**src/rtl/adc_ctrl_pkg.sv**
```systemverilog
// adc_ctrl_pkg: shared state encoding and averaging limits for the ADC conversion scheduler
package adc_ctrl_pkg;
  typedef enum logic [2:0] {IDLE, SAMPLE, CONVERT, OUTPUT, WAIT_PERIOD} state_e;
  localparam int AVG_LOG2_MAX = 4;
  function automatic logic [2:0] clamp_avg(input logic [2:0] n);
    return (n > 3'(AVG_LOG2_MAX)) ? 3'(AVG_LOG2_MAX) : n;
  endfunction
endpackage

```
**src/rtl/adc_sync_edge.sv**
```systemverilog
// adc_sync_edge: synchronises an async level into clk and emits a one-cycle rising-edge pulse
//   clk, rst_n : clock, async active-low reset
//   d_async    : asynchronous input level
//   rise       : one-cycle pulse on each synchronised rising edge
module adc_sync_edge #(
  parameter int STAGES = 2
) (
  input  logic clk,
  input  logic rst_n,
  input  logic d_async,
  output logic rise
);
  logic [STAGES-1:0] sync_q, sync_d;
  logic prev_q, prev_d;
  always_comb begin
    sync_d = {sync_q[STAGES-2:0], d_async};
    prev_d = sync_q[STAGES-1];
  end
  always_ff @(posedge clk or negedge rst_n) begin
    if (!rst_n) begin
      sync_q <= '0;
      prev_q <= 1'b0;
    end else begin
      sync_q <= sync_d;
      prev_q <= prev_d;
    end
  end
  assign rise = sync_q[STAGES-1] & ~prev_q;
endmodule

```
**src/rtl/adc_conv_scheduler.sv**
```systemverilog
// adc_conv_scheduler: timed SAR conversion sequencer with 2^n averaging and a valid/ready result port
//   cfg_*            : burst configuration, captured when a burst starts
//   trig             : single-shot request; conv_done_async/adc_data from the SAR
//   start_conv/ena_in: edge-detect start and clkgen enable
//   res_valid/res_ready/res_data : averaged result handshake
//   busy, err_timeout: status (err_timeout sticky until err_clr)
module adc_conv_scheduler
  import adc_ctrl_pkg::*;
#(
  parameter int RES_BITS    = 12,
  parameter int TMR_W       = 16,
  parameter int SYNC_STAGES = 2
) (
  input  logic                clk,
  input  logic                rst_n,
  input  logic                cfg_ena,
  input  logic                cfg_continuous,
  input  logic [TMR_W-1:0]    cfg_sample_cycles,
  input  logic [TMR_W-1:0]    cfg_period,
  input  logic [TMR_W-1:0]    cfg_timeout,
  input  logic [2:0]          cfg_avg_log2,
  input  logic                trig,
  input  logic                err_clr,
  input  logic                conv_done_async,
  input  logic [RES_BITS-1:0] adc_data,
  output logic                start_conv,
  output logic                ena_in,
  output logic                busy,
  output logic                res_valid,
  input  logic                res_ready,
  output logic [RES_BITS-1:0] res_data,
  output logic                err_timeout
);
  localparam int ACC_W = RES_BITS + AVG_LOG2_MAX;
  state_e state_q, state_d;
  logic start_q, start_d, ena_q, ena_d, valid_q, valid_d, err_q, err_d, cont_q, cont_d;
  logic [RES_BITS-1:0] data_q, data_d;
  logic [ACC_W-1:0] acc_q, acc_d, sum;
  logic [4:0] cnt_q, cnt_d;
  logic [2:0] n_q, n_d;
  logic [TMR_W-1:0] smp_q, smp_d, cv_q, cv_d, per_q, per_d;
  logic [TMR_W-1:0] smp_lim_q, smp_lim_d, period_q, period_d, tmo_q, tmo_d;
  logic [TMR_W:0] per_inc;
  logic done, elapsed, new_burst, next_sample, abort;

  adc_sync_edge #(.STAGES(SYNC_STAGES)) u_sync (
    .clk(clk), .rst_n(rst_n), .d_async(conv_done_async), .rise(done)
  );

  always_comb begin
    state_d     = state_q;
    start_d     = start_q;
    ena_d       = ena_q;
    valid_d     = valid_q;
    data_d      = data_q;
    acc_d       = acc_q;
    cnt_d       = cnt_q;
    smp_d       = smp_q;
    cv_d        = cv_q;
    err_d       = err_q & ~err_clr;
    new_burst   = 1'b0;
    next_sample = 1'b0;
    abort       = 1'b0;
    sum         = acc_q + {{AVG_LOG2_MAX{1'b0}}, adc_data};
    // period timer measures start-to-start and saturates so a long stall still reads as elapsed
    per_d       = (per_q == '1) ? per_q : per_q + TMR_W'(1);
    per_inc     = {1'b0, per_q} + (TMR_W+1)'(1);
    elapsed     = per_inc >= {1'b0, period_q};
    case (state_q)
      IDLE: new_burst = cfg_ena & (trig | cfg_continuous);
      SAMPLE: begin
        if (!cfg_ena) abort = 1'b1;
        else if (smp_q == smp_lim_q) begin
          state_d = CONVERT;
          start_d = 1'b0;
          ena_d   = 1'b1;
          cv_d    = '0;
        end else smp_d = smp_q + TMR_W'(1);
      end
      CONVERT: begin
        if (!cfg_ena) abort = 1'b1;
        else if (done) begin
          ena_d = 1'b0;
          if (cnt_q + 5'd1 < (5'd1 << n_q)) begin
            acc_d       = sum;
            cnt_d       = cnt_q + 5'd1;
            next_sample = 1'b1;
          end else begin
            state_d = OUTPUT;
            valid_d = 1'b1;
            data_d  = RES_BITS'(sum >> n_q);
            acc_d   = '0;
            cnt_d   = '0;
          end
        end else if (tmo_q != '0 && cv_q + TMR_W'(1) == tmo_q) begin
          state_d = IDLE;
          ena_d   = 1'b0;
          err_d   = 1'b1;
          acc_d   = '0;
          cnt_d   = '0;
        end else cv_d = cv_q + TMR_W'(1);
      end
      OUTPUT: begin
        if (res_ready) begin
          valid_d = 1'b0;
          if (cont_q & cfg_ena) begin
            new_burst = elapsed;
            state_d   = elapsed ? state_q : WAIT_PERIOD;
          end else state_d = IDLE;
        end
      end
      WAIT_PERIOD: begin
        if (!cfg_ena) abort = 1'b1;
        else new_burst = elapsed;
      end
      default: state_d = IDLE;
    endcase
    if (next_sample | new_burst) begin
      state_d = SAMPLE;
      start_d = 1'b1;
      smp_d   = '0;
    end
    if (new_burst) per_d = '0;
    if (abort) begin
      state_d = IDLE;
      start_d = 1'b0;
      ena_d   = 1'b0;
      acc_d   = '0;
      cnt_d   = '0;
    end
    cont_d    = new_burst ? cfg_continuous : cont_q;
    n_d       = new_burst ? clamp_avg(cfg_avg_log2) : n_q;
    smp_lim_d = new_burst ? ((cfg_sample_cycles == '0) ? '0 : cfg_sample_cycles - TMR_W'(1)) : smp_lim_q;
    period_d  = new_burst ? cfg_period : period_q;
    tmo_d     = new_burst ? cfg_timeout : tmo_q;
  end

  always_ff @(posedge clk or negedge rst_n) begin
    if (!rst_n) begin
      state_q   <= IDLE;
      start_q   <= 1'b0;
      ena_q     <= 1'b0;
      valid_q   <= 1'b0;
      err_q     <= 1'b0;
      cont_q    <= 1'b0;
      data_q    <= '0;
      acc_q     <= '0;
      cnt_q     <= '0;
      n_q       <= '0;
      smp_q     <= '0;
      cv_q      <= '0;
      per_q     <= '0;
      smp_lim_q <= '0;
      period_q  <= '0;
      tmo_q     <= '0;
    end else begin
      state_q   <= state_d;
      start_q   <= start_d;
      ena_q     <= ena_d;
      valid_q   <= valid_d;
      err_q     <= err_d;
      cont_q    <= cont_d;
      data_q    <= data_d;
      acc_q     <= acc_d;
      cnt_q     <= cnt_d;
      n_q       <= n_d;
      smp_q     <= smp_d;
      cv_q      <= cv_d;
      per_q     <= per_d;
      smp_lim_q <= smp_lim_d;
      period_q  <= period_d;
      tmo_q     <= tmo_d;
    end
  end

  assign start_conv  = start_q;
  assign ena_in      = ena_q;
  assign busy        = state_q != IDLE;
  assign res_valid   = valid_q;
  assign res_data    = data_q;
  assign err_timeout = err_q;
endmodule

```
**config.mk**
```make
export PLATFORM = sky130hd
export DESIGN_NAME = adc_conv_scheduler
export DESIGN_NICKNAME = d
export VERILOG_FILES = /design/src/rtl/adc_ctrl_pkg.sv /design/src/rtl/adc_sync_edge.sv /design/src/rtl/adc_conv_scheduler.sv
export SDC_FILE = /design/constraint.sdc
export NUM_CORES = 1
export LEC_CHECK = 0
export ABC_CLOCK_PERIOD_IN_PS = 10000
export CAP_MARGIN = 20
export CORE_MARGIN = 3
export CORE_UTILIZATION = 30
export CTS_BUF_LIST = sky130_fd_sc_hd__clkbuf_4 sky130_fd_sc_hd__clkbuf_8 sky130_fd_sc_hd__clkbuf_16
export CTS_CLUSTER_SIZE = 24
export DETAILED_ROUTE_END_ITERATION = 8
export PLACE_DENSITY = 0.5
export SYNTH_ARGS = -nofsm -noshare
export SYNTH_HDL_FRONTEND = slang
export SYNTH_SLANG_ARGS = --single-unit
```
**constraint.sdc**
```tcl
create_clock -name clk -period 10 [get_ports clk]
set_input_delay 1 -clock clk [delete_from_list [all_inputs] [get_ports clk]]
set_output_delay 1 -clock clk [all_outputs]
set_load 0.05 [all_outputs]
```
==> summary.txt <==
vias in the first global route = 6874
CP dominant cell by count = and3_1
P_leak = 4.39 nW
distinct cell type count of the synthesized netlist = 69
crit path cell chain = and3_1 -> and3_1 -> and3_1 -> and3_1 -> xor2_1 -> ha_1 -> nand3_1 -> or2_2 -> o211ai_1 -> a211oi_1 -> o21ai_4 -> buf_4 -> mux2_2
Total Nets Final = 1096
slowest CP cell = o21ai_4
Post-Route WL = 22000 microns
post-synthesis xor/xnor area fraction = 0.0954
GPL Wtd Cong = 0.822
post-cts resize count = 0
FMAX = 249 MHz
CP Data Required Time = 10.30 ns
Worst Hold Class = register to register
post-detailed-route count of antenna-violating nets = 0
initial antenna violation count = 0
sequential-to-total area share from yosys stat = 0.410
core box area = 0.0282 sq mm
CTS tree = yes
Detail Placement HPWL = 15900 microns
GR Overflow Total = 0
startpoint types = register
Avg Synthesized Cell Area = 9.48 sq um
die width = 177 microns
largest net degree at the start of global routing = 86
Die Ht = 177 microns
Period Utilization, post-route = 0.401
Syn Std Cell Area = 0.00872 sq mm
Worst-Margin Slew = 0.993 ns
Skew-Pair Late Insertion Delay = 0.42 ns
slew margin rel. = 0.337
Mapped Nets = 1029
Initial Util = 0.309
Avg WL per Cell = 16.0 microns
Post-Synth Adder-Cell Area = 0.0554
fin crit period = 4.01 ns
site row count = 61
Max VDD drop = 0.116 mV
CTS H-tree depth = 4
postcts setup bufs = 0
DR vias = 6914
drt first pass iters = 4
TNS Setup = 0 ns
area of the multi-input gates = 0.00486 sq mm
Fin. Hold Viols = 0
Pins Over Slew Limit = 0
Setup-failing EPs final = 0
I/O Pins = 88
pwr dens = 196 mW/mm^2
Max-Cap Viols = 0
crit end category = register
largest family of logic cells by synthesized area = simple AND/OR/NAND/NOR gates
DR DRC count = 0
Worst-path clk slew = 0.07 ns
gr usage total = 0.148
slowest stage delay, CP = 0.57 ns
Clock Tree Buf Depth = 2
Post-synth EDFFs = 0
Yosys warning total = 0
Worst EP arrival = 4.31 ns
RSZ-0062 raised after global routing = false
Tot Pwr = 0.00206 W
DP Cell Count = 1346
post-synthesis simple-gate area fraction = 0.178
CTS Buf Count = 17
share of cells above drive strength 1 = 0.0860
worst-path fanout max = 46
FILL cells = 2860
initial drt markers = 351
Crit Path Class = register to register
Async S/R FF share, synth = 1.00
first-pass GRT wire length = 36900 microns
post-DR vias/cell = 5.02
Seq cells post-synth = 143
Synth Instances = 920
compound-gate portion of the synthesized area = 0.173
Sink Count = 143
cts hold-fix bufs = 0
Non-Filler Instances = 1378
skew final = 0.0110 ns
DIE AREA = 0.0312 sq mm
Post-synth top flop = dfrtp_1
register area = 0.00358 sq mm
outcome = finished clean
mux share of post-synthesis cell area = 0.0532
Root Driver = clkbuf_16
Area growth syn-to-layout = 20.8%
# diodes = 0
number of port buffers = 87
## sequential cells by signal, indices dropped and copies added (netlist names), 5 cells and up
name / cells
smp_q: 16
period_q: 16
cnt_q: 5
acc_q: 16
per_q: 16
cv_q: 16
smp_lim_q: 16
tmo_q: 16
res_data: 12
## worst max-delay path: cells and delay by family, from the launching register on
family | cells | cell delay [ns]
and+or+nand+nor | 6 | 1.20
AOI/OAI and AO/OA | 3 | 0.93
buffers and inverters | 1 | 0.50
DFF | 1 | 0.40
muxes | 1 | 0.38
adders and majority gates | 1 | 0.29
xor gates and xnor gates | 1 | 0.15
## stage by stage
| step | setup slack (ns) | instance area [sq um] | utilization | hold slack [ns] |
|---|---|---|---|---|
| 2_1_floorplan | 6.58 | 8720 | - | 0.331 |
| 3_3_place_gp | 5.82 | 9940 | 0.352 | 0.335 |
| 3_5_place_dp | 5.77 | 9940 | 0.352 | 0.339 |
| 4_1_cts | 5.92 | 10500 | 0.373 | 0.354 |
| 5_1_grt | 5.65 | 10500 | 0.373 | 0.369 |
| 6_report | 5.99 | 10500 | 0.373 | 0.350 |
## report_power, final
part	total, W	switching [W]	internal [W]
registers	0.000812	0.000118	0.000693
logic	0.000594	0.000323	0.000272
clock network	0.000655	0.000273	0.000383
total	0.00206	0.000713	0.00135
## final timing paths
check | startpoint | end | slack, ns | depth (start not counted)
max in group asynchronous | rst_n | res_data[5] | 8.08 | 2
max | per_q[7] | n_q[2] | 5.99 | 13
min reg2reg | u_sync.sync_q[0] | u_sync.sync_q[1] | 0.35 | 0
max reg2reg | per_q[7] | n_q[2] | 5.99 | 13
min in group asynchronous | rst_n | per_q[3] | 0.63 | 1
min | u_sync.sync_q[0] | u_sync.sync_q[1] | 0.35 | 0
## final cells by class
type	count	area share
clock inverter	13	0.0144
clock buffer	19	0.0424
sequential	143	0.340
inverter	30	0.0107
tap	378	0.0449
multi-input combinational	702	0.461
timing repair buffer	93	0.0870
## layout by cell type, fill, tap and decap left out, drive strengths merged, types with 8 or more instances in the layout
master and instances:
clkbuf 19, nand4 23, inv 36, clkdlybuf4s50 86, mux2 21, ha 37
or3 10, nand2b 10, o21a 17, xnor2 64, nand2 90, a22o 14
xor2 31, o211ai 12, nor3 21, o31ai 24, dfrtp 143, nor2b 9
a21o 8, and3 17, nor4 15, nor2 68, o21ai 58, and2 8
a211oi 12, a21oi 32, nand3 22
## kinds of logic after synthesis
group	Yosys count
fa+ha+maj	38
xor+xnor	95
compound gates	222
simple gates	312
flops	143
buf+inv	75
mux	35
## cell usage after synthesis (3+ instances only)
| master | number | share of area |
|---|---|---|
| a21o_1 | 8 | 0.0069 |
| xnor2_1 | 64 | 0.064 |
| inv_1 | 29 | 0.012 |
| o311ai_0 | 3 | 0.0030 |
| nand3b_1 | 3 | 0.0026 |
| mux2_2 | 21 | 0.027 |
| or2_2 | 4 | 0.0029 |
| a31oi_1 | 7 | 0.0050 |
| dfrtp_1 | 143 | 0.41 |
| mux2i_1 | 7 | 0.0080 |
| nand2b_1 | 10 | 0.0072 |
| o21ai_0 | 51 | 0.029 |
| clkbuf_1 | 35 | 0.015 |
| o31ai_1 | 24 | 0.021 |
| or4_1 | 4 | 0.0034 |
| nand3_1 | 22 | 0.013 |
| nor3_1 | 21 | 0.012 |
| nand2_1 | 90 | 0.039 |
| o21ai_1 | 7 | 0.0040 |
| nand4_1 | 23 | 0.016 |
| nor4_1 | 14 | 0.010 |
| a22o_1 | 14 | 0.014 |
| o21a_1 | 17 | 0.015 |
| and2_1 | 8 | 0.0057 |
| or3_1 | 10 | 0.0072 |
| ha_1 | 37 | 0.053 |
| nor2b_1 | 9 | 0.0065 |
| o21bai_1 | 4 | 0.0034 |
| o211ai_1 | 12 | 0.010 |
| a211oi_1 | 12 | 0.010 |
| a211o_1 | 4 | 0.0040 |
| nor2_1 | 68 | 0.029 |
| o22ai_1 | 3 | 0.0022 |
| a221o_1 | 3 | 0.0034 |
| a21oi_1 | 30 | 0.017 |
| mux4_2 | 7 | 0.018 |
| buf_2 | 6 | 0.0034 |
| and3_1 | 17 | 0.012 |
| xor2_1 | 31 | 0.031 |
## routing by layer
layer  GRT usage  vias up  routed length (microns)
li1            -     3489                        -
met1       0.211     3314                    11100
met2       0.229       99                     9820
met3      0.0295       12                      821
met4      0.0370        0                      217
met5           0        -                        0
No activity file was read; power rests on OpenSTA's default activity.
